===== src/rtl/pipe_stage_reg_pkg.sv =====
// ---------------------------------------------------------------------------
// pipe_stage_reg_pkg
// Shared definitions for the inter-stage pipeline registers of the core.
//  - Control/data payload widths for each stage boundary (IF/ID .. MEM/WB).
//  - Bit-field offsets of the control bus so stages agree on the layout.
//  - Slot-occupancy state encoding used by the skid-buffered register.
// No ports (package).
// ---------------------------------------------------------------------------
package pipe_stage_reg_pkg;

  // Payload widths per stage boundary
  localparam int IFID_CTRL_W = 1;
  localparam int IFID_DATA_W = 96;   // instr, pc, pcplus4
  localparam int IDEX_CTRL_W = 14;
  localparam int IDEX_DATA_W = 175;  // rd1, rd2, pc, imm, pcplus4, rs1, rs2, rd
  localparam int EXMM_CTRL_W = 9;
  localparam int EXMM_DATA_W = 165;  // aluresult, writedata, pcplus4, pctarget, imm, rd
  localparam int MMWB_CTRL_W = 6;
  localparam int MMWB_DATA_W = 133;  // aluresult, readdata, pcplus4, imm, rd

  // Control bus bit-field layout (LSB first)
  localparam int CTRL_REGWRITE_BIT  = 0;
  localparam int CTRL_RESULTSRC_LSB = 1;
  localparam int CTRL_RESULTSRC_W   = 2;
  localparam int CTRL_LOADSRC_LSB   = 3;
  localparam int CTRL_LOADSRC_W     = 3;
  localparam int CTRL_MEMWRITE_BIT  = 6;
  localparam int CTRL_BRANCH_BIT    = 7;
  localparam int CTRL_JUMP_BIT      = 8;

  // Occupancy of the skid-buffered register: main slot and skid slot
  typedef logic [1:0] slot_state_t;
  localparam slot_state_t ST_EMPTY = 2'd0;  // main empty, skid empty
  localparam slot_state_t ST_ONE   = 2'd1;  // main full,  skid empty
  localparam slot_state_t ST_FULL  = 2'd2;  // main full,  skid full

endpackage


===== src/rtl/pipe_stage_reg_slot.sv =====
// ---------------------------------------------------------------------------
// pipe_stage_reg_slot
// One storage entry of a pipeline register: valid bit, control payload and
// data payload. Control is zeroed whenever the entry is not valid so that a
// bubble can never assert regwrite/memwrite downstream; data only changes on
// load or reset.
// Ports:
//  clk_i    rising-edge clock
//  rst_i    synchronous active-high reset (clears valid, ctrl and data)
//  load_i   capture ctrl_i/data_i and mark the entry valid
//  clear_i  drop the entry: valid and ctrl go to 0, data holds (beats load_i)
//  ctrl_i   control payload to capture
//  data_i   data payload to capture
//  valid_o  entry holds a payload
//  ctrl_o   stored control payload (0 when not valid)
//  data_o   stored data payload
// ---------------------------------------------------------------------------
module pipe_stage_reg_slot #(
  parameter int CTRL_W = 9,
  parameter int DATA_W = 165
) (
  input  logic              clk_i,
  input  logic              rst_i,
  input  logic              load_i,
  input  logic              clear_i,
  input  logic [CTRL_W-1:0] ctrl_i,
  input  logic [DATA_W-1:0] data_i,
  output logic              valid_o,
  output logic [CTRL_W-1:0] ctrl_o,
  output logic [DATA_W-1:0] data_o
);
  import pipe_stage_reg_pkg::*;

  logic              valid_q, valid_d;
  logic [CTRL_W-1:0] ctrl_q,  ctrl_d;
  logic [DATA_W-1:0] data_q,  data_d;

  // Clear wins over load so that a flush in the same cycle kills the entry.
  always_comb begin
    valid_d = valid_q;
    ctrl_d  = ctrl_q;
    data_d  = data_q;
    if (clear_i) begin
      valid_d = 1'b0;
      ctrl_d  = '0;
    end else if (load_i) begin
      valid_d = 1'b1;
      ctrl_d  = ctrl_i;
      data_d  = data_i;
    end
  end

  always_ff @(posedge clk_i) begin
    if (rst_i) begin
      valid_q <= 1'b0;
      ctrl_q  <= '0;
      data_q  <= '0;
    end else begin
      valid_q <= valid_d;
      ctrl_q  <= ctrl_d;
      data_q  <= data_d;
    end
  end

  assign valid_o = valid_q;
  assign ctrl_o  = ctrl_q;
  assign data_o  = data_q;

endmodule


===== src/rtl/pipe_stage_reg.sv =====
// ---------------------------------------------------------------------------
// pipe_stage_reg
// Generic inter-stage pipeline register with valid/ready handshake, flush to
// bubble, optional 2-entry skid buffer and a saturating stall-cycle counter.
// SKID=0: one slot, in_ready combinational from out_ready.
// SKID=1: main + skid slot, in_ready depends only on registered state.
// Ports:
//  clk_i        rising-edge clock
//  rst_i        synchronous active-high reset
//  in_valid_i   upstream payload valid
//  in_ready_o   payload accepted this cycle when in_valid_i is also high
//  in_ctrl_i    upstream control payload
//  in_data_i    upstream data payload
//  flush_i      kill held and incoming payload this cycle
//  out_valid_o  output payload valid
//  out_ready_i  downstream accepts the output payload
//  out_ctrl_o   output control (0 whenever out_valid_o is 0)
//  out_data_o   output data
//  stall_cnt_o  saturating count of cycles with out_valid_o & ~out_ready_i
// ---------------------------------------------------------------------------
module pipe_stage_reg #(
  parameter int CTRL_W = 9,
  parameter int DATA_W = 165,
  parameter int SKID   = 0,
  parameter int CNT_W  = 16
) (
  input  logic              clk_i,
  input  logic              rst_i,
  input  logic              in_valid_i,
  output logic              in_ready_o,
  input  logic [CTRL_W-1:0] in_ctrl_i,
  input  logic [DATA_W-1:0] in_data_i,
  input  logic              flush_i,
  output logic              out_valid_o,
  input  logic              out_ready_i,
  output logic [CTRL_W-1:0] out_ctrl_o,
  output logic [DATA_W-1:0] out_data_o,
  output logic [CNT_W-1:0]  stall_cnt_o
);
  import pipe_stage_reg_pkg::*;

  logic              inReady;
  logic              xfer;
  logic              pop;
  logic              mainValid;
  logic              mainLoad;
  logic              mainClear;
  logic [CTRL_W-1:0] mainCtrlIn;
  logic [DATA_W-1:0] mainDataIn;
  logic [CTRL_W-1:0] mainCtrl;
  logic [DATA_W-1:0] mainData;
  logic [CNT_W-1:0]  stallCnt_q, stallCnt_d;

  // A flush masks the transfer even when in_ready is high.
  assign pop  = mainValid & out_ready_i;
  assign xfer = in_valid_i & inReady & ~flush_i;

  pipe_stage_reg_slot #(
    .CTRL_W(CTRL_W),
    .DATA_W(DATA_W)
  ) uMainSlot (
    .clk_i  (clk_i),
    .rst_i  (rst_i),
    .load_i (mainLoad),
    .clear_i(mainClear),
    .ctrl_i (mainCtrlIn),
    .data_i (mainDataIn),
    .valid_o(mainValid),
    .ctrl_o (mainCtrl),
    .data_o (mainData)
  );

  generate
    if (SKID == 0) begin : gSingle
      // Single slot: room whenever empty or being drained this cycle.
      assign inReady    = ~rst_i & (~mainValid | out_ready_i);
      assign mainLoad   = xfer;
      assign mainClear  = flush_i | (pop & ~xfer);
      assign mainCtrlIn = in_ctrl_i;
      assign mainDataIn = in_data_i;
    end else begin : gSkid
      slot_state_t       state_q, state_d;
      logic              skidValid;
      logic              skidLoad;
      logic              skidClear;
      logic              mainFromSkid;
      logic [CTRL_W-1:0] skidCtrl;
      logic [DATA_W-1:0] skidData;

      pipe_stage_reg_slot #(
        .CTRL_W(CTRL_W),
        .DATA_W(DATA_W)
      ) uSkidSlot (
        .clk_i  (clk_i),
        .rst_i  (rst_i),
        .load_i (skidLoad),
        .clear_i(skidClear),
        .ctrl_i (in_ctrl_i),
        .data_i (in_data_i),
        .valid_o(skidValid),
        .ctrl_o (skidCtrl),
        .data_o (skidData)
      );

      // Ready only looks at the skid entry, so there is no path from
      // out_ready back to in_ready.
      assign inReady    = ~rst_i & ~skidValid;
      assign mainCtrlIn = mainFromSkid ? skidCtrl : in_ctrl_i;
      assign mainDataIn = mainFromSkid ? skidData : in_data_i;

      // Occupancy FSM. The main slot always holds the oldest payload; the
      // skid slot only fills when a beat arrives while main is stuck.
      always_comb begin
        state_d      = state_q;
        mainLoad     = 1'b0;
        mainClear    = 1'b0;
        skidLoad     = 1'b0;
        skidClear    = 1'b0;
        mainFromSkid = 1'b0;
        if (flush_i) begin
          mainClear = 1'b1;
          skidClear = 1'b1;
          state_d   = ST_EMPTY;
        end else begin
          case (state_q)
            ST_EMPTY: begin
              if (xfer) begin
                mainLoad = 1'b1;
                state_d  = ST_ONE;
              end
            end
            ST_ONE: begin
              if (xfer && pop) begin
                mainLoad = 1'b1;
              end else if (xfer) begin
                skidLoad = 1'b1;
                state_d  = ST_FULL;
              end else if (pop) begin
                mainClear = 1'b1;
                state_d   = ST_EMPTY;
              end
            end
            ST_FULL: begin
              if (pop) begin
                mainLoad     = 1'b1;
                mainFromSkid = 1'b1;
                skidClear    = 1'b1;
                state_d      = ST_ONE;
              end
            end
            default: begin
              mainClear = 1'b1;
              skidClear = 1'b1;
              state_d   = ST_EMPTY;
            end
          endcase
        end
      end

      always_ff @(posedge clk_i) begin
        if (rst_i) begin
          state_q <= ST_EMPTY;
        end else begin
          state_q <= state_d;
        end
      end
    end
  endgenerate

  // Stall counter sticks at all-ones instead of wrapping; flush leaves it alone.
  always_comb begin
    stallCnt_d = stallCnt_q;
    if (mainValid && !out_ready_i && !(&stallCnt_q)) begin
      stallCnt_d = stallCnt_q + CNT_W'(1);
    end
  end

  always_ff @(posedge clk_i) begin
    if (rst_i) begin
      stallCnt_q <= '0;
    end else begin
      stallCnt_q <= stallCnt_d;
    end
  end

  assign in_ready_o  = inReady;
  assign out_valid_o = mainValid;
  assign out_ctrl_o  = mainCtrl;
  assign out_data_o  = mainData;
  assign stall_cnt_o = stallCnt_q;

endmodule

===== config.mk =====
export PLATFORM = sky130hd
export DESIGN_NAME = pipe_stage_reg
export DESIGN_NICKNAME = d
export VERILOG_FILES = /design/src/rtl/pipe_stage_reg_pkg.sv /design/src/rtl/pipe_stage_reg_slot.sv /design/src/rtl/pipe_stage_reg.sv
export SDC_FILE = /design/constraint.sdc
export NUM_CORES = 1
export LEC_CHECK = 0
export CORE_MARGIN = 10
export CORE_UTILIZATION = 39
export CTS_BUF_LIST = sky130_fd_sc_hd__clkbuf_16
export CTS_CLUSTER_SIZE = 40
export DETAILED_ROUTE_END_ITERATION = 7
export PLACE_DENSITY = 0.89
export SETUP_SLACK_MARGIN = 0.3
export SYNTH_ARGS = -nofsm -noshare
export SYNTH_HDL_FRONTEND = slang
export SYNTH_SLANG_ARGS = --single-unit

===== constraint.sdc =====
create_clock -name clk_i -period 2.3 [get_ports clk_i]
set_input_delay 0.345 -clock clk_i [delete_from_list [all_inputs] [get_ports clk_i]]
set_output_delay 0.345 -clock clk_i [all_outputs]
set_load 0.1 [all_outputs]

==> results.md, run 1 <==
- Placed cell area: 10300 µm²
- Clk sink count: 191
- Final worst-path cycle share: 80.5%
- Grt peak-use layer: met2
- Async SR Flop Fraction: 0%
- Initial antenna violation count: 0
- Design area: 10900 µm²
- Worst slew pin tran: approximately 0.8 ns
- Layout cells sized above 1: a little over a fifth
- Max Cap Viol: 0
- Root Buffer Master: clkbuf_16
- # hold bufs at CTS: 0
- Num CTS Buffers: 17
- Die span in x: 152 µm
- RSZ-0062 raised after global routing: no
- Final WS setup: 0.449 ns
- Max-slew headroom: 47.4%
- Hold Vio Cnt, Final: 0
- Cell count after synthesis: ~860
- Synth cell types: 34
- Slowest CP cell: or4_1
- GR Util met2: 34.0%
- Core region area: 17200 µm²
- Post-synth top cells: nand2_1, dfxtp_1, a21oi_1, clkbuf_1, nor2_1
- Synth Register Bits: between 150 and 200
- Hold/Removal Path Class: input port to flip-flop
- Nature of the critical path startpoint: flip-flop
- Share of the synthesized area in the top cell type: 56.4%
- WP data arrival: 2.19 ns
- Met3 Use GR: 7.71%
- Detail-routed via count per cell: 4.89
- Layout area overhead: 60.7%
- Avg Cell Area, Syn: 7.87 µm²
- Syn Nets: 1042
- Main synth FF type: dfxtp_1
- CP Cell Sequence: ha_4, nand4_2, or2_0, or4_1, a21oi_1
- DRC errors left: 0
- Clock-pin slew on the worst setup and hold paths: 0.08 ns
- Placed cell count: 1411
- Fin. max-slew vios: 0
- Worst setup EP type: flip-flop
- GPL Wtd Cong: 0.852
- DR vias: 7053
- Wire per inst: 16.9 µm
- Max frequency: 0.540 GHz
- # diodes: 0
- Post-layout nets: 1385
- Largest net degree at the start of global routing: 75
- DIE HEIGHT: approximately 150 µm
- Post-CTS resize count: 0
- First-pass DRT Iterations: 6
- H-Tree Level Count: 4
- Port bufs: between 300 and 400
- Setup repair bufs after CTS: 0
- Status: complete, no violations
- Global-route wire length before repair: 38.0 mm
- HPWL Detailed: 18.5 mm
- Most common cell in the synthesized netlist: nand2_1
- Remaining Overflow, GRT: 0
- Site Rows: 48
- CTS tree: built
- Setup WS pre-CTS: between 0.1 and 0.15 ns
- P_leak: 4.28 nW
- DRT iter0 DRCs: 380
- Post-synth EDFFs: 0
- GRT Overall Usage: 20.1%
- Top post-synthesis cells by area: dfxtp_1, nand2_1, a21oi_1
- Max VDD drop: 0.000474 V
- Post-route ant nets: 0
- Power Total: 7.93 mW
- Setup TNS: 0 ns
- Starting Density: 39.5%
- Ys Warns: 0
- Worst-Skew Late Latency: 0.42 ns
- Slowest Stage Delay on Critical Path: 0.54 ns
- Longest Clk Path Bufs: 2
- Crit-path max FO: 6
- Clk_skew: ~0.011 ns
- Final setup vio count: 0
- Vias in the first global route: 6927
- Post-synthesis sequential area ratio: 56.4%
- Req. time, crit path: 2.64 ns
- Total Wirelength: ~24 mm
- Pwr Density: around 730 nW/µm²
- Post-route insts no fill: 1443
- Post-layout min period: 1.85 ns
- Synthesized area: ~6800 µm²
- Met1 track demand over resource: 22.2%
- # IOs: ~370
- Crit Path Class: flip-flop to flip-flop
- Area leader, netlist: dfxtp_1
- Die area: 23100 µm²
## cell families (layout without fill, tap and decap cells)
| logic type | after synthesis | in the layout | share of synthesized area (%) |
|---|---|---|---|
| buffers and inverters | 63 | 419 | 3.58 |
| xor gates and xnor gates | 1 | 1 | 0.129 |
| adders and majority gates | 1 | 1 | 0.185 |
| AOI/OAI and AO/OA | 201 | 201 | 15.4 |
| DFF | 191 | 191 | 56.4 |
| muxes | 3 | 3 | 0.480 |
| and+or+nand+nor | 402 | 402 | 23.9 |
## final timing paths
path	start	slack [ns]	to	cells past startpoint
hold / removal	rst_i	0.23	uMainSlot.data_o[155]	2
setup reg to reg	stall_cnt_o[0]	0.45	stall_cnt_o[8]	5
hold reg to reg	uMainSlot.data_o[136]	0.45	uMainSlot.data_o[136]	2
setup / recovery	stall_cnt_o[0]	0.45	stall_cnt_o[8]	5
## worst max-delay path, delay by kind of cell, from the launching register on
family                     cells  cell delay (ns)
AOI/OAI and AO/OA              1             0.16
adders and majority gates      1             0.16
and+or+nand+nor                3             1.06
DFF                            1             0.39
## layer usage
metal	vias to the layer above	share of wire [%]
met5	-	0
met4	0	2.3
met3	34	8.7
met2	273	50
met1	3231	39
li1	3515	-
## per-stage QoR
stage / utilization [%] / hold WS [ns]
5_1_grt: 63.4 / 0.218
6_report: 63.4 / 0.225
2_1_floorplan: - / 0.469
3_5_place_dp: 60.0 / 0.447
4_1_cts: 63.4 / 0.202
3_3_place_gp: 60.0 / 0.442
## final cells by class
class	count	area [µm²]
clock buffer	17	425
clock inverter	15	170
fill	1444	6280
inverter	4	15.0
multi-input combinational	608	2750
sequential	191	3850
tap	225	282
timing repair buffer	383	3410
## report_power, final
| group | internal, mW | leakage [nW] | total, mW | switching [mW] |
|---|---|---|---|---|
| clock | 1.56 | 0.291 | 2.98 | 1.42 |
| sequential | 3.40 | 1.56 | 3.45 | 0.0513 |
| combinational | 0.477 | 2.43 | 1.50 | 1.02 |
## flip-flops by register name, indices dropped and copies added, names as in the netlist
name,flops
uMainSlot.data_o,165
stall_cnt_o,16
uMainSlot.valid_o,1
uMainSlot.ctrl_o,9
## cell usage in the layout, fill, tap and decap left out, drive strengths merged, types with 3 or more instances in the layout
master	synthesis	final
nand2	354	354
buf	10	206
dfxtp	191	191
a21oi	183	183
clkdlybuf4s50	0	177
clkbuf	49	17
inv	4	13
nor2	11	11
nand3	6	6
o21ai	6	6
nor3	5	5
nor4	5	5
o31ai	4	4
or4	4	4
nand4	4	4
clkinv	0	4
a31oi	3	3
or3	3	3
Note: power is estimated with default switching activity, not from simulation.
==> inputs of run 2 (changes only) <==
Settings changed: CORE_UTILIZATION 39 to 35, PLACE_DENSITY 0.89 to 0.84.
Clock period 2.3 ns to 1.7 ns, I/O delays scaled along.
==> run 2 against run 1 <==
Against the previous run:
- the run now ends with setup timing left
- hold slack improved by 0.088 ns
- cell area rose by 47%
- combinational power rose by 94%
- clock skew rose by 0.0042 ns
- clock power rose by 37%
- cell count rose by 11%
- critical endpoint is now stall_cnt_o[11]
- largest power group unchanged
==> results.md, run 2 (synthesis results as in run 1) <==
- Site Rows: 50 (+4.2%)
- Max VDD drop: 0.000816 V (+72%)
- Max frequency: 0.528 GHz (-2.2%)
- Layout cells sized above 1: 40.6% (+19 points)
- Commonest non-fill, non-tap cell in the layout: nand2_1
- Layout area overhead: 136%
- Root Buffer Master: clkbuf_16
- Fin. max-slew vios: 0 (unchanged)
- First-pass DRT Iterations: 6 (unchanged)
- Grt peak-use layer: met2
- DRC errors left: 0 (unchanged)
- Hold Startpoint: rst_i
- DRT iter0 DRCs: 776 (+100%)
- Core region area: 18900 µm² (+10%)
- Hold/Removal Path Class: input port to flip-flop
- Met1 track demand over resource: 25.8% (+3.6 points)
- Remaining Overflow, GRT: 0 (unchanged)
- Nature of the critical path startpoint: flip-flop
- Post-layout nets: 1511 (+9.1%)
- Worst reg2reg path startpoint: stall_cnt_o[1]
- Reg-to-Reg End: stall_cnt_o[11]
- Reg-to-reg slack, setup: -0.19 ns (-0.64 ns)
- RSZ-0062 raised after global routing: yes
- Max Cap Viol: 0 (unchanged)
- Clk_skew: 0.0147 ns (+0.00421 ns)
- Worst-Skew Late Latency: 0.43 ns (about the same)
- H-Tree Level Count: 4 (unchanged)
- Wire per inst: 26.4 µm (+56%)
- Post-route insts no fill: 1605 (+11%)
- Max FFs per register: 165 (unchanged)
- GPL Wtd Cong: 0.884 (+3.7%)
- Final WS setup: -0.192 ns (-0.642 ns)
- Failing checks: setup timing
- Clock-pin slew on the worst setup and hold paths: 0.08 ns (about the same)
- Met3 Use GR: 8.83% (+1.1 points)
- Final setup vio count: 85 (+85)
- Worst Reg-to-Reg Cells: 6 (+1)
- CTS tree: built
- Setup WS pre-CTS: -0.258 ns (-0.406 ns)
- Total Wirelength: 42.4 mm (+74%)
- Starting Density: 35.9% (-3.6 points)
- WHS: 0.313 ns (+0.0879 ns)
- DIE HEIGHT: 159 µm (+4.8%)
- # IOs: 371 (unchanged)
- Req. time, crit path: 2.02 ns (-0.62 ns)
- GR Util met2: 49.2% (+15 points)
- Die area: 25300 µm² (+9.9%)
- CP endpoint: stall_cnt_o[11]
- Die span in x: 159 µm (+4.8%)
- Power Total: 11.8 mW (+48%)
- Longest Clk Path Bufs: 2 (unchanged)
- Post-route ant nets: 0 (unchanged)
- Pwr Density: 735 nW/µm² (+0.99%)
- Port bufs: 370 (unchanged)
- Post-layout min period: 1.89 ns (+0.0418 ns)
- Vias in the first global route: 8875 (+28%)
- Detail-routed via count per cell: 5.60 (+15%)
- DR vias: 8994 (+28%)
- Status: finished with violations
- Num CTS Buffers: 17 (unchanged)
- CP Launch Point: stall_cnt_o[1]
- Clk sink count: 191 (unchanged)
- Worst slew pin tran: 0.900 ns (+0.110 ns)
- Largest net degree at the start of global routing: 185 (+150%)
- WP data arrival: 2.22 ns (+0.03 ns)
- HPWL Detailed: 23.4 mm (+26%)
- Initial antenna violation count: 1 (+1)
- Crit Path Class: flip-flop to flip-flop
- Most frequent cells in the layout: nand2_1, buf_12, clkdlybuf4s50_1, dfxtp_1, a21oi_1
- Crit-path max FO: 6 (unchanged)
- Max-slew headroom: 40.0% (-7.3 points)
- Global-route wire length before repair: 52.6 mm (+39%)
- Placed cell count: 1498 (+6.2%)
- # hold bufs at CTS: 0 (unchanged)
- Worst setup EP type: flip-flop
- Final worst-path cycle share: 111% (+31 points)
- Hold Vio Cnt, Final: 0 (unchanged)
- P_leak: 6.10 nW (+42%)
- GRT Overall Usage: 26.3% (+6.3 points)
==> run 2: cell count changes in the layout (fill, tap and decap cells not counted), sizes merged <==
cell,change
clkinv,+2
buf,+111
bufbuf,+2
clkinvlp,-1
clkbuf,+14
diode,+1
inv,-1
bufinv,-1
==> run 2: worst min-delay path by stage <==
stage                             to  cells after the start
5_1_grt            uMainSlot.valid_o                      4
4_1_cts            uMainSlot.valid_o                      4
6_report           uMainSlot.valid_o                      4
3_5_place_dp   uMainSlot.data_o[128]                      2
3_3_place_gp    uMainSlot.data_o[63]                      2
2_1_floorplan      uMainSlot.valid_o                      1
==> run 2: cell type report <==
cell class,count,area (µm²)
inverters,4,15.0
clock inverters,14,140
diodes,1,2.50
multi-input cells,608,3430
fillers,800,2910
repair buffers,509,7740
well taps,260,325
clock buffers,18,450
flip-flops and latches,191,3890
==> run 2: routing by layer <==
layer	share of wire (%)	vias up
li1	-	3788
met3	9.3	179
met1	32	4306
met2	53	721
met5	0	-
met4	6.1	0
==> run 2: through the flow <==
stage / TNS, ns / utilization (%) / instance area, µm²
after CTS: 0 / 78.4 / 14800
after detailed placement: -28.02 / 70.3 / 13300
final: -2.91 / 84.6 / 16000
after global routing: -9.95 / 84.6 / 16000
after global placement: -25.88 / 70.3 / 13300
after floorplan: -0.651 / - / 6970
==> run 2: where the power goes <==
part	leakage (nW)	internal, mW	switching (mW)
Sequential	1.56	4.58	0.182
Combinational	4.24	1.27	1.64
Clock	0.292	2.05	2.02
Total	6.10	7.91	3.84
==> run 2: critical path, cell delays in order, from the launching register on <==
cell,delay [ns]
dfxtp_4,0.37
buf_6,0.10
and4b_1,0.22
nand4_1,0.25
buf_4,0.25
or4_1,0.41
a21oi_1,0.21
==> run 2: repair_timing <==
item | CTS | global route
setup buffers | 30 | 17
gates cloned | 14 | 13
setup endpoints to repair | 159 | 201
gates resized for setup | 54 | 235
pin swaps | 13 | 48
